--- config.mk ---
export PLATFORM = sky130hd
export DESIGN_NAME = mem_arbiter_flat
export DESIGN_NICKNAME = d
export VERILOG_FILES = /design/src/rtl/mem_arbiter_if.sv /design/src/rtl/mem_arbiter.sv /design/src/flat_wrapper.sv
export SDC_FILE = /design/constraint.sdc
export NUM_CORES = 1
export LEC_CHECK = 0
export CAP_MARGIN = 15
export CORE_AREA = 4 4 102 104
export DETAILED_ROUTE_END_ITERATION = 8
export DIE_AREA = 0 0 106 108
export DONT_BUFFER_PORTS = 1
export SETUP_SLACK_MARGIN = 0.5
export SLEW_MARGIN = 20
export SYNTH_ARGS = -nofsm -noshare
export SYNTH_HDL_FRONTEND = slang
export SYNTH_SLANG_ARGS = --single-unit
export TNS_END_PERCENT = 50
--- constraint.sdc ---
create_clock -name CLK -period 4.5 [get_ports CLK]
set_input_delay 0.9 -clock CLK [delete_from_list [all_inputs] [get_ports CLK]]
set_output_delay 0.9 -clock CLK [all_outputs]
set_load 0.05 [all_outputs]
--- src/rtl/mem_arbiter_if.sv ---
// Request-unit / RAM side signal bundle for the memory arbiter.
interface mem_arbiter_if #(
  parameter int unsigned ADDR_W = 32,
  parameter int unsigned DATA_W = 32
);
  // request unit side
  logic              iREN;
  logic [ADDR_W-1:0] iaddr;
  logic              dREN;
  logic              dWEN;
  logic [ADDR_W-1:0] daddr;
  logic [DATA_W-1:0] dstore;
  logic              iwait;
  logic              dwait;
  logic [DATA_W-1:0] iload;
  logic [DATA_W-1:0] dload;
  logic              err;
  // RAM side
  logic              ramREN;
  logic              ramWEN;
  logic [ADDR_W-1:0] ramaddr;
  logic [DATA_W-1:0] ramstore;
  logic [DATA_W-1:0] ramload;
  logic [1:0]        ramstate;

  // arbiter view
  modport slave (
    input  iREN, iaddr, dREN, dWEN, daddr, dstore, ramload, ramstate,
    output iwait, dwait, iload, dload, err, ramREN, ramWEN, ramaddr, ramstore
  );

  // requester + RAM view
  modport master (
    output iREN, iaddr, dREN, dWEN, daddr, dstore, ramload, ramstate,
    input  iwait, dwait, iload, dload, err, ramREN, ramWEN, ramaddr, ramstore
  );
endinterface

--- src/rtl/mem_arbiter.sv ---
// Arbitrates instruction fetches and data accesses onto a single-ported RAM.
// Data wins in IDLE unless the instruction side has been passed over
// STARVE_MAX times in a row. Wait releases, loads and RAM strobes are
// combinational from the registered state so completion lands in the same
// cycle the RAM reports ACCESS/ERROR.
module mem_arbiter #(
  parameter int unsigned ADDR_W     = 32,
  parameter int unsigned DATA_W     = 32,
  parameter int unsigned STARVE_MAX = 4
) (
  input logic            CLK,
  input logic            nRST,
  mem_arbiter_if.slave   bus
);

  localparam int unsigned CNT_W = (STARVE_MAX == 0) ? 1 : $clog2(STARVE_MAX + 1);
  localparam logic [CNT_W-1:0] CNT_MAX = CNT_W'(STARVE_MAX);
  localparam logic [1:0] RAM_ACCESS = 2'd2;
  localparam logic [1:0] RAM_ERROR  = 2'd3;

  typedef enum logic [1:0] {IDLE, ISERVE, DSERVE} state_t;

  state_t            state, state_n;
  logic [ADDR_W-1:0] addr_q, addr_n;
  logic [DATA_W-1:0] store_q, store_n;
  logic              wr_q, wr_n;
  logic [CNT_W-1:0]  starve_cnt, starve_n;

  logic d_pend;
  logic ram_done;
  logic ram_err;
  logic i_turn;

  assign d_pend   = bus.dREN | bus.dWEN;
  assign ram_err  = (bus.ramstate == RAM_ERROR);
  assign ram_done = (bus.ramstate == RAM_ACCESS) | ram_err;
  // instruction wins when data is idle or its fairness budget is used up
  assign i_turn   = bus.iREN &
                    (~d_pend | ((STARVE_MAX != 0) && (starve_cnt == CNT_MAX)));

  // state and latched request registers
  always_ff @(posedge CLK or negedge nRST) begin
    if (!nRST) begin
      state      <= IDLE;
      addr_q     <= '0;
      store_q    <= '0;
      wr_q       <= 1'b0;
      starve_cnt <= '0;
    end else begin
      state      <= state_n;
      addr_q     <= addr_n;
      store_q    <= store_n;
      wr_q       <= wr_n;
      starve_cnt <= starve_n;
    end
  end

  // grant decision, RAM strobes and completion handshakes
  always_comb begin
    state_n      = state;
    addr_n       = addr_q;
    store_n      = store_q;
    wr_n         = wr_q;
    starve_n     = starve_cnt;
    bus.iwait    = 1'b1;
    bus.dwait    = 1'b1;
    bus.iload    = '0;
    bus.dload    = '0;
    bus.err      = 1'b0;
    bus.ramREN   = 1'b0;
    bus.ramWEN   = 1'b0;
    bus.ramaddr  = '0;
    bus.ramstore = '0;

    case (state)
      IDLE: begin
        if (i_turn) begin
          state_n = ISERVE;
          addr_n  = bus.iaddr;
        end else if (d_pend) begin
          state_n = DSERVE;
          addr_n  = bus.daddr;
          store_n = bus.dstore;
          wr_n    = bus.dWEN;
        end
      end

      ISERVE: begin
        if (!bus.iREN) begin
          // requester withdrew: drop strobe, no release, count untouched
          state_n = IDLE;
        end else begin
          bus.ramREN  = 1'b1;
          bus.ramaddr = addr_q;
          if (ram_done) begin
            bus.iwait = 1'b0;
            bus.iload = bus.ramload;
            bus.err   = ram_err;
            starve_n  = '0;
            state_n   = IDLE;
          end
        end
      end

      DSERVE: begin
        if (!d_pend) begin
          state_n = IDLE;
        end else begin
          bus.ramWEN   = wr_q;
          bus.ramREN   = ~wr_q;
          bus.ramaddr  = addr_q;
          bus.ramstore = store_q;
          if (ram_done) begin
            bus.dwait = 1'b0;
            bus.dload = wr_q ? '0 : bus.ramload;
            bus.err   = ram_err;
            if (!bus.iREN)
              starve_n = '0;
            else if (starve_cnt != CNT_MAX)
              starve_n = starve_cnt + CNT_W'(1);
            state_n = IDLE;
          end
        end
      end

      default: state_n = IDLE;
    endcase
  end

endmodule

--- src/flat_wrapper.sv ---
// flat-port wrapper written by rule: the top's interface ports become plain ports
module mem_arbiter_flat 
#(
  parameter int unsigned ADDR_W     = 32,
  parameter int unsigned DATA_W     = 32,
  parameter int unsigned STARVE_MAX = 4
)
  (CLK, nRST, bus_iREN, bus_iaddr, bus_dREN, bus_dWEN, bus_daddr, bus_dstore, bus_ramload, bus_ramstate, bus_iwait, bus_dwait, bus_iload, bus_dload, bus_err, bus_ramREN, bus_ramWEN, bus_ramaddr, bus_ramstore);
  mem_arbiter_if #(.ADDR_W(ADDR_W), .DATA_W(DATA_W)) bus_i ();
  input logic CLK;
  input logic nRST;
  input wire logic [$bits(bus_i.iREN)-1:0] bus_iREN;
  input wire logic [$bits(bus_i.iaddr)-1:0] bus_iaddr;
  input wire logic [$bits(bus_i.dREN)-1:0] bus_dREN;
  input wire logic [$bits(bus_i.dWEN)-1:0] bus_dWEN;
  input wire logic [$bits(bus_i.daddr)-1:0] bus_daddr;
  input wire logic [$bits(bus_i.dstore)-1:0] bus_dstore;
  input wire logic [$bits(bus_i.ramload)-1:0] bus_ramload;
  input wire logic [$bits(bus_i.ramstate)-1:0] bus_ramstate;
  output wire logic [$bits(bus_i.iwait)-1:0] bus_iwait;
  output wire logic [$bits(bus_i.dwait)-1:0] bus_dwait;
  output wire logic [$bits(bus_i.iload)-1:0] bus_iload;
  output wire logic [$bits(bus_i.dload)-1:0] bus_dload;
  output wire logic [$bits(bus_i.err)-1:0] bus_err;
  output wire logic [$bits(bus_i.ramREN)-1:0] bus_ramREN;
  output wire logic [$bits(bus_i.ramWEN)-1:0] bus_ramWEN;
  output wire logic [$bits(bus_i.ramaddr)-1:0] bus_ramaddr;
  output wire logic [$bits(bus_i.ramstore)-1:0] bus_ramstore;
  assign bus_i.iREN = bus_iREN;
  assign bus_i.iaddr = bus_iaddr;
  assign bus_i.dREN = bus_dREN;
  assign bus_i.dWEN = bus_dWEN;
  assign bus_i.daddr = bus_daddr;
  assign bus_i.dstore = bus_dstore;
  assign bus_i.ramload = bus_ramload;
  assign bus_i.ramstate = bus_ramstate;
  assign bus_iwait = bus_i.iwait;
  assign bus_dwait = bus_i.dwait;
  assign bus_iload = bus_i.iload;
  assign bus_dload = bus_i.dload;
  assign bus_err = bus_i.err;
  assign bus_ramREN = bus_i.ramREN;
  assign bus_ramWEN = bus_i.ramWEN;
  assign bus_ramaddr = bus_i.ramaddr;
  assign bus_ramstore = bus_i.ramstore;
  mem_arbiter #(.ADDR_W(ADDR_W), .DATA_W(DATA_W), .STARVE_MAX(STARVE_MAX)) u_core (.CLK(CLK), .nRST(nRST), .bus(bus_i));
endmodule
# After elaboration in Yosys (flattened, before gate mapping)

Cells that the tools add are included.

Input bits: 135
Output and inout bits: 133
Register bits after elaboration: 70
Word-level logic and storage cells: 72

Bitwise gates (word level): 7
Equal/unequal tests: 12
Mux-type cells: 41
Reductions and logical operators: 6
$add $sub $neg: 1

Operator list:

| kind                | count |
|---|---|
| $mux 32             | 13 |
| $pmux 32 s2         | 1 |
| $mux 3              | 6 |
| $mux 1              | 12 |
| $mux 2              | 5 |
| $eq 2x2->1 const B  | 3 |
| $ne 2x1->1 const B  | 3 |
| $pmux 2 s3          | 1 |
| $pmux 3 s2          | 1 |
| $reduce_and 6->1    | 1 |
| $pmux 1 s2          | 2 |
| $reduce_bool 2->1   | 2 |
| $add 3x1->3 const B | 1 |
| $eq 3x3->1 const B  | 1 |
| $ne 3x1->1 const B  | 1 |
| $ne 3x2->1 const B  | 1 |
| $ne 3x3->1 const B  | 1 |
| $not 1->1           | 3 |
| $or 1x1->1          | 3 |
| $reduce_and 3->1    | 1 |
| $eq 2x1->1 const B  | 1 |
| $logic_not 2->1     | 1 |
| $ne 2x2->1 const B  | 1 |
| $reduce_and 2->1    | 1 |
| $and 1x1->1         | 1 |

# Longest topological paths before layout

Gate-level depths: netlist of the first run.

Depth after elaboration: 6
Gate-level depth with buffers: 7
Mapped depth without buffers: 5

# Least setup slack after synthesis of the first run

OpenSTA, ideal clock, no wires.

Path type: input to output
From: input port bus_iREN
To: output port bus_iload[22]
Data required time: 3.600 ns
Slack: 1.485 ns
Buffers on the path: 3
Data arrival time: 2.115 ns
Cell stages on the path: 5
Cells stage by stage: buf_2 > buf_2 > and3_1 > clkbuf_1 > and2_1

Cells in the longest elaborated chain, start to end: 2

Ends and longest elaborated chain:

| element            | RTL line           | text |
|---|---|---|
| start: declaration | flat_wrapper.sv:12 | `input wire logic [$bits(bus_i.iREN)-1:0] bus_iREN;` |
| $mux 32            | mem_arbiter.sv:89  | `if (!bus.iREN) begin` |
| $mux 32            | mem_arbiter.sv:75  | `case (state)` |
| end: declaration   | flat_wrapper.sv:22 | `output wire logic [$bits(bus_i.iload)-1:0] bus_iload;` |

Every way passes these cells.

# Worst setup path in the final report of the first run

From: register u_core.state[0]
To: output port bus_dload[23]

Cells in the longest elaborated chain, start to end: 2

Ends and longest elaborated chain:

| element                  | RTL line           | text |
|---|---|---|
| start: declaration       | mem_arbiter.sv:23  | `state_t state, state_n;` |
| start signal: assignment | mem_arbiter.sv:50  | `state <= state_n;` |
| $eq 2x2->1               | mem_arbiter.sv:75  |  |
| $mux 32                  | mem_arbiter.sv:75  |  |
| end: declaration         | flat_wrapper.sv:23 | `output wire logic [$bits(bus_i.dload)-1:0] bus_dload;` |

Every way passes these cells.

==> results.tsv, run 1 <==
metric	value	unit
synth_area_per_cell	9.23	um2
gp_congestion	0.841	
fin_skew	7.29	ps
setup_viol	0	
drc	0	
syn_nets	590	
die_h	108	um
clock_path_buffers	2	
synth_area	4140	um2
tightestPinTransition	1070	ps
place_area	4160	um2
rows	36	
cts_tree	done	
clkSlewWorstSetupHoldPaths	80	ps
yosysWarningCount	0	
wl_met3	975	um
firstDrtPassIters	4	
wirelength_met1	4680	um
synth_top_area_frac	0.423	
yosys.cell_types.count	37	
min_path_type	in2async	
slowest_delay	690	ps
initial_core_util	0.434	
route.met2.wl	4990	um
power.density	818	nW/um2
crit_path_start_kind	flop	
grt_pass1_wl	16100	um
seq_area_frac_synth	0.423	
die_w	106	um
ys_top_cells_by_area	dfrtp_1 42%, and2_1 19%, mux2_2 8.2%	
dp_hpwl	7960	um
r2r-start	u_core.state[0]	
cts_hold_buf	0	
p_leak	1.75	nW
ir_drop	0.293	mV
syn_inst	449	
drive_above_1_share	0.128	
final-hold-violation-count	0	
cp-end-kind	output pin	
wl	10700	um
post_cts.repair.setup_buffers	0	
finalCritPeriodShare	0.822	
reg2reg_depth	5	
n_antenna_cell	0	
grt_overflow	0	
ant_nets	0	
grt_usage	0.175	
cap_violations	0	
min_period	3700	ps
grt_pass1_vias	3042	
vias_per_cell	5.61	
drtIter0Drc	231	
num_io_pins	268	
fin_nets	565	
ctsResizeCount	0	
cp_max_fo	34	
fmax	270	MHz
crit_family	simple AND/OR/NAND/NOR gates	
crit_buf_inv	2	
hold_ws	256	ps
r2r_slack	2190	ps
syn_to_final_growth	5.47	%
reg2reg_to	u_core.store_q[17]	
setup_tns	0	ps
fin_area	4370	um2
cts_made_buffers	9	
criticalPathCategory	reg2out	
rsz0062_at_grt	no	
die-area	11400	um2
core-area	9550	um2
synth_top_cell_by_area	dfrtp_1	
crit_required	3600	ps
htreeDepth	3	
cts_sinks	70	
wl_per_cell	19.1	um
p_total	0.00357	W
slew_headroom	0.287	
worstPathCellList	inv_1, ha_1, o21a_1, buf_4, and3_1, and2_1	
outcome	complete, no violations	
vias	3153	
ys_ff_latch	70	
critPathSlowestCell	and3_1	
portBuffers	0	
slew_viol_final	0	
grt_start_max_net_pins	71	
insertion_delay	330	ps
grt_antenna_before_repair	0	
cp.arrival	2800	ps
routed.top_layer	met4	
cts_root_buf	clkbuf_8	
==> per-layer routing <==
metal  global-route usage  vias to the layer above
met5                    0                        -
met4               0.0472                        0
met3               0.0579                        8
met2                0.267                      151
met1                0.239                     1500
li1                     -                     1494
==> worst max path at each step <==
stage          slack, ps  cells past startpoint       startpoint         endpoint
2_1_floorplan       1490                      5         bus_iREN    bus_iload[22]
3_3_place_gp        1040                      3         bus_dWEN  bus_ramaddr[20]
3_5_place_dp        1090                      4         bus_dWEN    bus_dload[16]
4_1_cts              770                      5  u_core.state[0]  bus_ramaddr[20]
5_1_grt              500                      6  u_core.state[0]    bus_dload[20]
6_report             800                      6  u_core.state[0]    bus_dload[23]
==> through the flow <==
step,worst slack (ps),utilization,std cells
after floorplan,1490,-,449
after global placement,1040,0.435,546
after detailed placement,1090,0.436,546
after CTS,769,0.456,562
after global routing,501,0.458,562
final,801,0.458,562
==> cell type report <==
class / instances / area, um2
fill: 930 / 5180
multi-input combinational: 333 / 2210
sequential: 70 / 1750
tap: 133 / 166
clock buffer: 11 / 131
clock inverter: 5 / 60.1
inverter: 8 / 30.0
timing repair buffer: 2 / 15.0
==> power breakdown <==
| part | internal [W] | total [W] | switching, W |
|---|---|---|---|
| Combinational | 0.000491 | 0.00198 | 0.00149 |
| Clock | 0.000258 | 0.000493 | 0.000236 |
| Sequential | 0.000944 | 0.00110 | 0.000155 |
| Total | 0.00169 | 0.00357 | 0.00188 |
==> worst register-to-register path: stages, from the launching register on <==
cell,delay (ps)
dfrtp_1,420
inv_1,100
ha_1,250
o21ai_1,130
a31oi_4,850
mux2_2,450
==> sequential cells by signal, indices dropped and copies added, names as in the netlist <==
register	flops
u_core.starve_cnt	3
u_core.state	2
u_core.wr_q	1
u_core.store_q	32
u_core.addr_q	32
==> cell usage in the layout, fill, tap and decap left out, drive strengths merged, types with 5 or more instances in the layout <==
| master | instances |
|---|---|
| o21ai | 35 |
| and2 | 130 |
| nor2 | 34 |
| a31oi | 34 |
| inv | 8 |
| nand3 | 32 |
| dfrtp | 70 |
| ha | 6 |
| clkbuf | 11 |
| mux2 | 33 |
| nand2 | 5 |
==> logic make-up (layout without fill, tap and decap cells) <==
group	Yosys count	count (layout)	share of synthesized area
flops	70	70	0.423
buf+inv	46	26	0.0516
mux	33	33	0.0897
compound gates	85	85	0.131
simple gates	209	209	0.286
fa+ha+maj	6	6	0.0181
==> Yosys cell counts <==
| master | number |
|---|---|
| nor2b_1 | 1 |
| o2bb2ai_1 | 2 |
| nand2_1 | 5 |
| a22o_1 | 1 |
| a21oi_1 | 1 |
| or4b_1 | 1 |
| buf_6 | 3 |
| and3_1 | 2 |
| nor2_1 | 34 |
| clkbuf_1 | 20 |
| clkbuf_2 | 4 |
| o22ai_1 | 1 |
| o31a_1 | 1 |
| or4bb_1 | 1 |
| o21ai_1 | 6 |
| nand3_1 | 32 |
| buf_2 | 11 |
| a2bb2oi_2 | 1 |
| o2111a_1 | 1 |
| a21boi_1 | 1 |
| and2_4 | 1 |
| o21ai_0 | 29 |
| mux2_1 | 3 |
| a31o_2 | 2 |
| o21a_1 | 1 |
| mux2_2 | 30 |
| a32o_1 | 1 |
| o311ai_1 | 1 |
| inv_1 | 8 |
| a41oi_1 | 2 |
| a31oi_1 | 33 |
| or3b_4 | 1 |
| a31oi_4 | 1 |
| ha_1 | 6 |
| and2_1 | 129 |
| dfrtp_1 | 70 |
| nand4_1 | 2 |
(Power assumes the default switching activity.)
==> run 2: changes to the inputs <==
CORE_AREA = 4 4 101 103   (was 4 4 102 104)
DIE_AREA = 0 0 105 107   (was 0 0 106 108)
clock period = 3.1 ns   (was 4.5 ns; I/O delays follow)
==> results.tsv, run 2 (same netlist as run 1, synthesis figures left out) <==
metric	value	unit	change
outcome	complete, no violations		
p_leak	2.21	nW	+26%
grt_pass1_wl	18100	um	+12%
portBuffers	0		unchanged
layout_commonest_cell	dfrtp_1		
gp_congestion	0.837		-0.42%
clock_path_buffers	2		unchanged
drc	0		unchanged
routed.top_layer	met4		
crit_required	2480	ps	-1120 ps
grt_antenna_before_repair	0		unchanged
die_h	107	um	-0.93%
final_cell_mix	70 x dfrtp_1, 50 x and2_4, 41 x and2_2		
ant_nets	0		unchanged
drtIter0Drc	160		-31%
rows	35		-2.8%
firstDrtPassIters	4		unchanged
cts_root_buf	clkbuf_8		
cts_sinks	70		unchanged
cp_max_fo	7		-79%
cp.arrival	1930	ps	-870 ps
vias_per_cell	5.70		+1.6%
die_w	105	um	-0.94%
initial_core_util	0.450		+0.0166
slew_headroom	0.414		+0.127
dp_hpwl	8880	um	+12%
ir_drop	0.485	mV	+65%
grt_start_max_net_pins	71		unchanged
finalCritPeriodShare	0.824		
insertion_delay	340	ps	about the same
slew_viol_final	0		unchanged
setup_viol	0		unchanged
grt_overflow	0		unchanged
power.density	1080	nW/um2	+32%
setup_tns	0	ps	unchanged
grt_usage	0.201		+0.0267
power.share.switching	0.497		-0.0292
p_clk_frac	0.125		-0.013
syn_to_final_growth	30.3	%	
cts_tree	done		
final-hold-violation-count	0		unchanged
drive_above_1_share	0.426		+0.298
tightestPinTransition	878	ps	-191 ps
p_comb_frac	0.598		+0.044
route.met2.wl	6060	um	+21%
min_period	2550	ps	
fmax	392	MHz	
core-area	9200	um2	-3.7%
n_antenna_cell	0		unchanged
p_sw	0.00290	W	+54%
grt_pass1_vias	3288		+8.1%
fin_nets	612		+8.3%
cts_made_buffers	9		unchanged
criticalPathCategory	reg2out		
fin_skew	7.16	ps	-0.131 ps
wl_per_cell	20.8	um	+8.7%
wl_met3	796	um	-18%
reg_top3	u_core.addr_q: 32 flops, u_core.store_q: 32 flops, u_core.starve_cnt: 3 flops		
wirelength_met1	5230	um	+12%
crit_path_start_kind	flop		
num_io_pins	268		unchanged
cp-end-kind	output pin		
internal-power	0.00294	W	+74%
htreeDepth	3		unchanged
min_path_type	in2async		
die-area	11200	um2	-1.9%
clkSlewWorstSetupHoldPaths	80	ps	about the same
wl	12200	um	+14%
cap_violations	0		unchanged
seq_power_share	0.278		-0.030
hold_ws	161	ps	-95.0 ps
vias	3347		+6.2%
rsz0062_at_grt	yes		
## run 2: cell count changes in the layout (fill, tap and decap cells not counted), moves of 3 or more
| cell | before | now |
|---|---|---|
| and2_2 | 0 | 41 |
| and2_1 | 129 | 39 |
| ha_1 | 6 | 3 |
| buf_12 | 0 | 34 |
| buf_4 | 2 | 10 |
| and2_4 | 1 | 50 |
| ha_4 | 0 | 3 |
## run 2: final cells by class
| type | count | area [um2] |
|---|---|---|
| clock inverters | 7 | 72.6 |
| repair buffers | 49 | 856 |
| flip-flops and latches | 70 | 1750 |
| inverters | 8 | 30.0 |
| well taps | 111 | 139 |
| fillers | 791 | 3800 |
| clock buffers | 9 | 124 |
| multi-input cells | 333 | 2420 |
## run 2: metrics by stage
stage	power, W	util	instances	instance area [um2]	worst slack, ps
floorplan	0.00422	-	449	4140	645
global placement	0.00471	0.525	563	4830	451
detailed placement	0.00478	0.525	563	4830	323
CTS	0.00572	0.567	582	5220	429
global route	0.00618	0.587	587	5400	471
finish	0.00584	0.587	587	5400	546
## run 2: critical path, stage by stage, from the launching register on
cell and delay (ps):
dfrtp_1 400, inv_2 110, ha_4 180, or3b_4 410
and2_4 190, o2111a_1 310
## run 2: power groups by stage
| stage | registers (W) | clock network, W | logic [W] |
|---|---|---|---|
| after floorplan | 0.00153 | 0 | 0.00269 |
| after global placement | 0.00161 | 0 | 0.00310 |
| after detailed placement | 0.00162 | 0 | 0.00317 |
| after CTS | 0.00162 | 0.000755 | 0.00334 |
| after global routing | 0.00168 | 0.000796 | 0.00370 |
| final | 0.00162 | 0.000728 | 0.00349 |
## run 2: worst paths after layout
| kind | startpoint | end | slack, ps | cells after the start |
|---|---|---|---|---|
| max | u_core.state[0] | bus_err | 550 | 5 |
| min | nRST | u_core.store_q[28] | 160 | 1 |
| max reg2reg | u_core.starve_cnt[0] | u_core.addr_q[27] | 1020 | 6 |
| min reg2reg | u_core.store_q[0] | u_core.store_q[0] | 480 | 1 |
| max in group asynchronous | nRST | u_core.starve_cnt[2] | 2650 | 1 |
| min in group CLK | bus_dstore[26] | u_core.store_q[26] | 420 | 1 |
## run 2: what timing repair did
action	in CTS	in global routing
hold buffers	1	0
cloned	0	2
pin swaps	3	2
hold endpoints to repair	70	0
gates resized for setup	104	47
setup buffers	2	3
setup endpoints to repair	130	131
## run 2: metal layers
metal / track usage / vias to the layer above
li1: - / 1581
met1: 0.268 / 1601
met2: 0.328 / 153
met3: 0.0584 / 12
met4: 0.0412 / 0
met5: 0 / -
==> run 3: changes to the inputs <==
clock period = 2.2 ns   (was 3.1 ns; I/O delays follow)
==> results.tsv, run 3 (same netlist as run 1, synthesis figures left out) <==
metric	value	unit	change
clkSlewWorstSetupHoldPaths	80	ps	about the same
r2r_slack	460	ps	-560 ps
final-hold-violation-count	70		+70
initial_core_util	0.450		unchanged
rsz0062_at_grt	yes		
wl	13700	um	+13%
p_clk_frac	0.115		-0.010
min_path_type	in2async		
criticalPathCategory	reg2out		
portBuffers	0		unchanged
instances_no_fill	590		+0.51%
firstDrtPassIters	4		unchanged
vias	3475		+3.8%
grt_pass1_vias	3601		+9.5%
setup_ws	-115	ps	-661 ps
layout_commonest_cell	and2_4		
wl_per_cell	23.3	um	+12%
fillCellCount	758		-4.2%
seq_power_share	0.252		-0.026
outcome	finished with violations		
setup_viol	96		+96
p_comb_frac	0.633		+0.035
fmax	432	MHz	
ant_nets	0		unchanged
power.share.switching	0.476		-0.0211
cts_made_buffers	9		unchanged
final_cell_mix	129 x and2_4, 69 x dfrtp_1, 34 x nor2_1		
p_leak	2.31	nW	+4.2%
cts_sinks	70		unchanged
htreeDepth	3		unchanged
r2r-start	u_core.state[0]		
grt_pass1_wl	20600	um	+14%
crit_required	1760	ps	-720 ps
cp_max_fo	7		unchanged
vias_per_cell	5.89		+3.3%
n_antenna_cell	0		unchanged
pre_cts_ws	162	ps	-161 ps
ir_drop	0.699	mV	+44%
num_io_pins	268		unchanged
grt_usage	0.236		+0.0350
dp_cells	544		-3.4%
tightestPinTransition	462	ps	-416 ps
cp-end-kind	output pin		
clock_path_buffers	2		unchanged
insertion_delay	340	ps	about the same
worstSetupStartpoint	u_core.state[1]		
power.density	1650	nW/um2	+52%
grt_overflow	0		unchanged
finalCritPeriodShare	1.05		
fin_skew	9.94	ps	+2.78 ps
p_total	0.00909	W	+56%
p_sw	0.00433	W	+49%
drive_above_1_share	0.526		+0.0996
min_period	2310	ps	
cap_violations	0		unchanged
internal-power	0.00476	W	+62%
fin_nets	615		+0.49%
core-area	9200	um2	unchanged
gp_congestion	0.744		-11%
syn_to_final_growth	33.3	%	
cp.arrival	1870	ps	-60 ps
die-area	11200	um2	unchanged
crit_path_start_kind	flop		
hold_ws	-209	ps	-370 ps
slew_viol_final	0		unchanged
drc	0		unchanged
reg_top3	u_core.addr_q: 32 flops, u_core.store_q: 32 flops, u_core.starve_cnt: 3 flops		
die_w	105	um	unchanged
slew_headroom	0.691		+0.277
dp_hpwl	9220	um	+3.9%
reg2reg_depth	8		+2
die_h	107	um	unchanged
grt_antenna_before_repair	0		unchanged
rows	35		unchanged
cts_root_buf	clkbuf_8		
drtIter0Drc	175		+9.4%
cts_tree	done		
grt_start_max_net_pins	71		unchanged
violations	negative hold slack, negative setup slack		
[run 3: cell types whose count changed in the layout (fill, tap and decap cells not counted), moves of 4 or more]
| cell | change |
|---|---|
| buf_12 | -20 |
| and2_1 | -38 |
| buf_8 | +5 |
| buf_6 | +8 |
| and3_4 | +6 |
| buf_16 | +4 |
| and2_2 | -41 |
| and2_4 | +79 |
[run 3: final cells by class]
| type | count | area (um2) | area share |
|---|---|---|---|
| multi-input cells | 339 | 2710 | 0.490 |
| flip-flops and latches | 70 | 1750 | 0.317 |
| repair buffers | 46 | 696 | 0.126 |
| well taps | 111 | 139 | 0.0251 |
| clock buffers | 9 | 124 | 0.0224 |
| clock inverters | 7 | 72.6 | 0.0131 |
| inverters | 8 | 30.0 | 0.00544 |
[run 3: final timing paths]
check / endpoint
setup / recovery: bus_ramaddr[16]
hold / removal: u_core.store_q[29]
setup reg to reg: u_core.starve_cnt[0]
hold reg to reg: u_core.store_q[0]
max in group asynchronous: u_core.store_q[31]
min in group CLK: u_core.store_q[0]
[run 3: power groups by stage]
stage	combinational [W]	sequential, W	clock, W
after global placement	0.00476	0.00225	0
after CTS	0.00567	0.00229	0.00107
after global routing	0.00606	0.00238	0.00112
after floorplan	0.00422	0.00218	0
after detailed placement	0.00480	0.00229	0
final	0.00576	0.00229	0.00104
[run 3: timing repair]
action	4_1_cts	5_1_grt
gates cloned	11	0
setup buffers	17	2
setup endpoints to repair	175	203
endpoints found under the hold margin	70	70
resized for setup	76	16
pin swaps	77	42
[run 3: critical path, stage by stage (launching register included)]
cell,delay (ps)
dfrtp_1,400
inv_2,80
ha_4,270
a21boi_4,190
buf_12,150
buf_12,110
buf_16,100
and2_4,230
[run 3: layer usage]
metal,vias up,share of wire,global-route usage
met2,183,0.53,0.425
met4,0,0.028,0.0853
li1,1592,-,-
met1,1684,0.37,0.268
met3,16,0.078,0.0650
met5,-,0,0
[run 3: stage by stage]
stage | cell area (um2) | TNS, ps | util
finish | 5520 | -3640 | 0.601
global route | 5520 | -12870 | 0.601
CTS | 5430 | -3530 | 0.590
detailed placement | 4700 | 0 | 0.511
global placement | 4700 | 0 | 0.511
floorplan | 4530 | 0 | -
